==> config.mk <==
export PLATFORM = sky130hd
export DESIGN_NAME = res_stim_gen
export DESIGN_NICKNAME = d
export VERILOG_FILES = /design/src/rtl/res_stim_gen.sv
export SDC_FILE = /design/constraint.sdc
export NUM_CORES = 1
export LEC_CHECK = 0
export CORE_ASPECT_RATIO = 1.5
export CORE_MARGIN = 2
export CORE_UTILIZATION = 30
export CTS_CLUSTER_DIAMETER = 50
export DETAILED_ROUTE_END_ITERATION = 6
export GPL_TIMING_DRIVEN = 0
export PLACE_DENSITY = 0.46
export SYNTH_ARGS = -nofsm -noshare
export SYNTH_HDL_FRONTEND = slang
export SYNTH_SLANG_ARGS = --single-unit
==> constraint.sdc <==
create_clock -name clk -period 4.05 [get_ports clk]
set_clock_uncertainty 0.1 [all_clocks]
set_input_delay 1.0125 -clock clk [delete_from_list [all_inputs] [get_ports clk]]
set_output_delay 1.0125 -clock clk [all_outputs]
set_load 0.005 [all_outputs]
==> src/rtl/res_stim_gen.sv <==
// rtl/res_stim_gen.sv - packs streamed bytes into wide frames and replays a fixed-length run of them
module res_stim_gen #(
  parameter int ELEM_W    = 8,
  parameter int NUM_ELEM  = 40,
  parameter int NUM_FRAME = 64,
  parameter int GAP       = 2
) (
  input  logic                          clk,
  input  logic                          rst_n,
  input  logic                          start,
  input  logic [ELEM_W-1:0]             byte_i,
  input  logic                          byte_valid_i,
  output logic                          byte_ready_o,
  output logic [ELEM_W*NUM_ELEM-1:0]    data_o,
  output logic                          valid_o,
  output logic [$clog2(NUM_FRAME)-1:0]  frame_idx_o,
  output logic                          busy_o,
  output logic                          done_o
);

  localparam int EW = $clog2(NUM_ELEM);
  localparam int FW = $clog2(NUM_FRAME);
  localparam int GW = (GAP > 0) ? $clog2(GAP + 1) : 1;

  typedef enum logic [1:0] {IDLE, LOAD, SEND, GAPW} state_t;

  state_t                     state_q, state_d;
  logic [EW-1:0]              elem_q, elem_d;
  logic [FW-1:0]              frame_q, frame_d;
  logic [GW-1:0]              gap_q, gap_d;
  logic [ELEM_W*NUM_ELEM-1:0] buf_q, buf_d;
  logic [ELEM_W*NUM_ELEM-1:0] data_q, data_d;
  logic [FW-1:0]              idx_q, idx_d;
  logic                       done_q, done_d;

  always_ff @(posedge clk or negedge rst_n) begin
    if (!rst_n) begin
      state_q <= IDLE;
      elem_q  <= '0;
      frame_q <= '0;
      gap_q   <= '0;
      buf_q   <= '0;
      data_q  <= '0;
      idx_q   <= '0;
      done_q  <= 1'b0;
    end else begin
      state_q <= state_d;
      elem_q  <= elem_d;
      frame_q <= frame_d;
      gap_q   <= gap_d;
      buf_q   <= buf_d;
      data_q  <= data_d;
      idx_q   <= idx_d;
      done_q  <= done_d;
    end
  end

  always_comb begin
    state_d = state_q;
    elem_d  = elem_q;
    frame_d = frame_q;
    gap_d   = gap_q;
    buf_d   = buf_q;
    data_d  = data_q;
    idx_d   = idx_q;
    done_d  = 1'b0;
    case (state_q)
      IDLE: begin
        if (start) begin
          state_d = LOAD;
          elem_d  = '0;
          frame_d = '0;
        end
      end
      LOAD: begin
        if (byte_valid_i) begin
          buf_d[elem_q*ELEM_W +: ELEM_W] = byte_i;
          // The final byte goes straight into the emitted word, giving 1-cycle latency
          if (elem_q == EW'(NUM_ELEM - 1)) begin
            elem_d  = '0;
            data_d  = buf_d;
            idx_d   = frame_q;
            state_d = SEND;
          end else begin
            elem_d = elem_q + 1'b1;
          end
        end
      end
      SEND: begin
        gap_d = '0;
        if (frame_q == FW'(NUM_FRAME - 1)) begin
          frame_d = '0;
          done_d  = 1'b1;
          state_d = IDLE;
        end else begin
          frame_d = frame_q + 1'b1;
          state_d = (GAP == 0) ? LOAD : GAPW;
        end
      end
      GAPW: begin
        if (gap_q == GW'(GAP - 1)) state_d = LOAD;
        else                       gap_d   = gap_q + 1'b1;
      end
      default: state_d = IDLE;
    endcase
  end

  assign byte_ready_o = (state_q == LOAD);
  assign valid_o      = (state_q == SEND);
  assign busy_o       = (state_q != IDLE);
  assign done_o       = done_q;
  assign data_o       = data_q;
  assign frame_idx_o  = idx_q;

endmodule

Word level (Yosys, flattened, before mapping)
Cells that the tools add are included.
- $add $sub $neg: 4
- multipliers: 0
- divide/modulo/power cells: 0
- order comparisons: 0
- equal/unequal tests: 11
- shifts and indexed selects: 2
- mux-type cells: 17
- bitwise gates (word level): 0
- reduce and logical (&&, ||, !) cells: 11
- operator list (cell ; count):
    320-bit bitwise mux ; 1
    8-bit by 34-bit variable shift with 320-bit output, first input constant ; 1
    8-bit by 34-bit indexed part select with 320-bit output ; 1
    9-bit negator with 34-bit output ; 1
    6-bit two-way mux ; 4
    6-bit one-hot mux with 2 select lines ; 2
    6-bit by 1-bit adder with 6-bit output, second input constant ; 2
    6-bit equality test, second input constant ; 2
    2-bit two-way mux ; 6
    2-bit inequality test, second input constant ; 4
    2-bit one-hot mux with 4 select lines ; 1
    2-bit nonzero test ; 4
    2-bit AND reduction ; 3
    3-bit AND reduction ; 2
    2-bit by 1-bit equality test with 1-bit output, second input constant ; 2
    2-bit equality test, second input constant ; 2
    2-bit one-hot mux with 2 select lines ; 1
    4-bit AND reduction ; 1
    2-bit by 1-bit adder with 2-bit output, second input constant ; 1
    2-bit zero test ; 1
    1-bit two-way mux ; 2
    2-bit by 1-bit inequality test with 1-bit output, second input constant ; 1
- register bits: 663
- latch bits: 0
- memory bits (writable): 0
- memory bits (read-only): 0
- input bits: 12
- memories kept: 0

Logic depth before layout (Yosys ltp)
- depth after elaboration: 4
- mapped depth: 13
- gate-level depth less buffers: 8

Least setup slack after synthesis
No wires, ideal clock.
- path kind: flip-flop to flip-flop
- start: register elem_q[2]
- end: register buf_q[176]
- data arrival time: 2782 ps
- slack: 1044 ps
- stages on the path, launching flop included: 13
- buffers on the path: 4
- period minus slack after synthesis: 3006 ps
- cells stage by stage: dfrtp_1 > buf_6 > buf_2 > nor2_1 > nor4b_1 > ha_1 > buf_2 > nand3b_1 > mux2i_1 > buf_2 > and2_1 > nand3_1 > mux2_2
- cells in the longest elaborated chain, start to end: 3
- ends and longest elaborated chain (what ; line ; RTL):
    start: declaration ; 28 ; logic [EW-1:0] elem_q, elem_d;
    start signal: assignment ; 48 ; elem_q <= elem_d;
    9-bit negator with 34-bit output * ; 77 ; buf_d[elem_q*ELEM_W +: ELEM_W] = byte_i;
    8-bit by 34-bit indexed part select with 320-bit output or 8-bit by 34-bit variable shift with 320-bit output (tied branches) ; 77 ;
    320-bit bitwise mux * ; 77 ;
    end signal: assignment ; 51 ; buf_q <= buf_d;
    end: declaration ; 31 ; logic [ELEM_W*NUM_ELEM-1:0] buf_q, buf_d;
Mark *: on every way between the ends. The rest lies on a longest branch, timed or not.
A chain may end at the register's enable or synchronous reset.

Final worst setup path
- start: register elem_q[2]
- end: register buf_q[93]
Same word-level chain as after synthesis.

==> results.md <==
* Status: completed
* Inserted Clock Buffers at 74
* CTS sink cnt at 663
* Setup violations, final at 0
* Root buffer cell: clkbuf_16
* Syn Nets at 2683
* Max-slew violation count at 0
* DRC viols at 0
* Most area-consuming cells after synthesis: dfrtp_1 (60%), nand2_1 (12%), o21ai_0 (6.3%)
* Req. time, crit path at 4.49 ns
* Min-delay worst type: reg -> reg
* Initial antenna violation count at 3
* PortBufs at 340
* Final GP Congestion at 0.873
* Grt ovf at 0
* Yosys warning count at 0
* Total GRT Usage at 21.1%
* Post-synth ARST share at 100%
* Post-route antenna net violation count at 0
* Register area share after synthesis at 60.4%
* Dpl cells at 4172
* F_max at 0.257 GHz
* Area leader, netlist: dfrtp_1
* Later-pin clock latency in the skew report at 0.63 ns
* Layout cells sized above 1 at 11.5%
* Post-synth cell types at 64
* CTS Hold Bufs at 0
* Vias at 21100
* Pleak at 16.7 nW
* Sequential share of power at 40.5%
* Period minus WS final at 3.90 ns
* WP data arrival at 4.33 ns
* Routed len/inst at 23.0 um
* P_int at 0.0119 W
* Gate Count Post-Synth at 2662
* Max Cap Viol at 0
* Final hold vios at 0
* Fin Hold WS at 0.364 ns
* Flop and latch count out of synthesis at 663
* Final WL at 99000 um
* Synth-to-Final Area Change at 27.3%
* Sw frac at 33.1%
* Average vias per placed instance at 4.89
* Pre-antenna DRT Iters at 7
* Power Dens Cells at 508 nW/um2
* H-Tree Depth at 3
* CORE AREA at 90500 um2
* Final net count at 3114
* Number of synthesized flops with an enable pin at 0
* Synth top area share at 60.4%
* CP Max Fanout at 10
* # IOs at 342
* Die Ht at 375 um
* Kind of critical path: reg -> reg
* Worst vdd ir at 0.331 mV
* First-pass GRT wire length at 147000 um
* Synthesized area at 27500 um2
* Pin slew with the least headroom to its limit at 1.25 ns
* Final worst path period share at 96.2%
* Mean area per synthesized cell at 10.3 um2
* Worst-path clk slew at 0.06 ns
* Initial Utilization at 30.3%
* Chip Width at 251 um
* Synth Flop Type: dfrtp_1
* Layout Cells excl Fill at 4309
* Combinational Power Share at 21.7%
* Critical path endpoint category: register
* Critical path startpoint category: register
* Slew HR at 16.9%
* Row count at 135
* Maximum buffer depth of the clock tree at 3
* Clock power share at 37.8%
* Vias in the first global route at 21900
* Pin count of the biggest net entering global routing at 122
* 1st-iter DRT viols at 1305
* Die area at 94000 um2
* Detailed placer's ending HPWL at 73900 um
* CTS tree: done
* Net Sw Power at 0.00588 W
* RSZ-0062 raised after global routing: false
==> placed cells by master, fill, tap and decap left out, types with 35 or more instances in the layout <==
cell and instances:
clkdlybuf4s50_1 339, clkbuf_1 129, clkbuf_16 76, and2_1 35, mux2i_1 115, buf_2 40, mux2_2 145, nand2_1 901
o21ai_0 347, and3_1 36, dfrtp_1 663
==> sequential cells by signal, indices dropped and copies added, names as in the netlist <==
signal       flops
frame_q          6
gap_q            2
buf_q          320
done_o           1
elem_q           6
state_q          2
data_o         320
frame_idx_o      6
==> cells in the mapped netlist, drive strengths merged (19+ instances only) <==
library cell  number
nand2            901
dfrtp            663
o21ai            369
mux2             151
clkbuf           118
mux2i            116
buf               51
and2              37
and3              36
nand3             35
nor2              25
nand4             19
==> worst paths after layout <==
path | from | end | slack (ns) | depth (start not counted)
hold / removal | data_o[160] | data_o[160] | 0.36 | 2
min in group asynchronous | rst_n | data_o[210] | 0.39 | 1
setup reg to reg | elem_q[2] | buf_q[93] | 0.15 | 11
setup / recovery | elem_q[2] | buf_q[93] | 0.15 | 11
hold reg to reg | data_o[160] | data_o[160] | 0.36 | 2
max in group asynchronous | rst_n | data_o[181] | 1.75 | 3
==> routing by layer <==
metal	wire length (um)	global-route usage [%]
met3	4970	3.66
met1	40300	25.6
met2	49900	36.9
met5	18	0
met4	3780	8.57
==> layout make-up <==
type | instances | area [um2]
Buffer | 168 | 716
Fill cell | 8960 | 55600
Sequential cell | 663 | 16600
Inverter | 11 | 41.3
Clock buffer | 106 | 2120
Tap cell | 1164 | 1460
Multi-Input combinational cell | 1819 | 10100
Clock inverter | 20 | 243
Timing Repair Buffer | 356 | 3630
Antenna cell | 2 | 5.00
==> what timing repair did <==
action	CTS	global route
gates resized for setup	5	10
setup buffers	0	10
setup endpoints to repair	82	139
pin swaps	0	4
gates cloned	0	0
==> power by group through the flow <==
stage          sequential (W)  combinational (W)  clock [W]
6_report              0.00719            0.00385    0.00672
5_1_grt               0.00723            0.00414    0.00714
4_1_cts               0.00719            0.00383    0.00687
3_5_place_dp          0.00731            0.00381          0
3_3_place_gp          0.00732            0.00373          0
2_1_floorplan         0.00723            0.00227          0
==> cell families (layout without fill, tap and decap cells) <==
group | count (synthesis) | in the layout | synth area share (%)
muxes | 267 | 267 | 10.4
xor gates and xnor gates | 7 | 7 | 0.251
other | 0 | 2 | 0
and+or+nand+nor | 1113 | 1113 | 17.4
DFF | 663 | 663 | 60.4
AOI/OAI and AO/OA | 423 | 423 | 8.36
adders and majority gates | 9 | 9 | 0.410
buffers and inverters | 180 | 661 | 2.73
==> worst max-delay path, stage by stage (launching register included) <==
cell and delay, ns:
dfrtp_1 0.49, buf_6 0.19, buf_2 0.22, nor2_1 0.09, nor4b_1 0.16, ha_1 0.18, clkbuf_1 0.25, inv_1 0.21
o21ai_2 0.14, nor3_1 0.85, nand3_1 0.56, o21ai_0 0.34
==> per-stage QoR <==
stage	util (%)	setup slack, ns	setup TNS [ns]	instance area [um2]	power [W]
after floorplan	-	1.04	0	27500	0.00951
after global placement	35.7	-27.53	-	32300	0.0110
after detailed placement	35.9	-0.756	-52.68	32500	0.0111
after CTS	38.5	0.0765	0	34900	0.0179
after global routing	38.6	0.00106	0	34900	0.0185
final	38.6	0.155	0	34900	0.0178
Note: power is estimated with default switching activity, not from simulation.
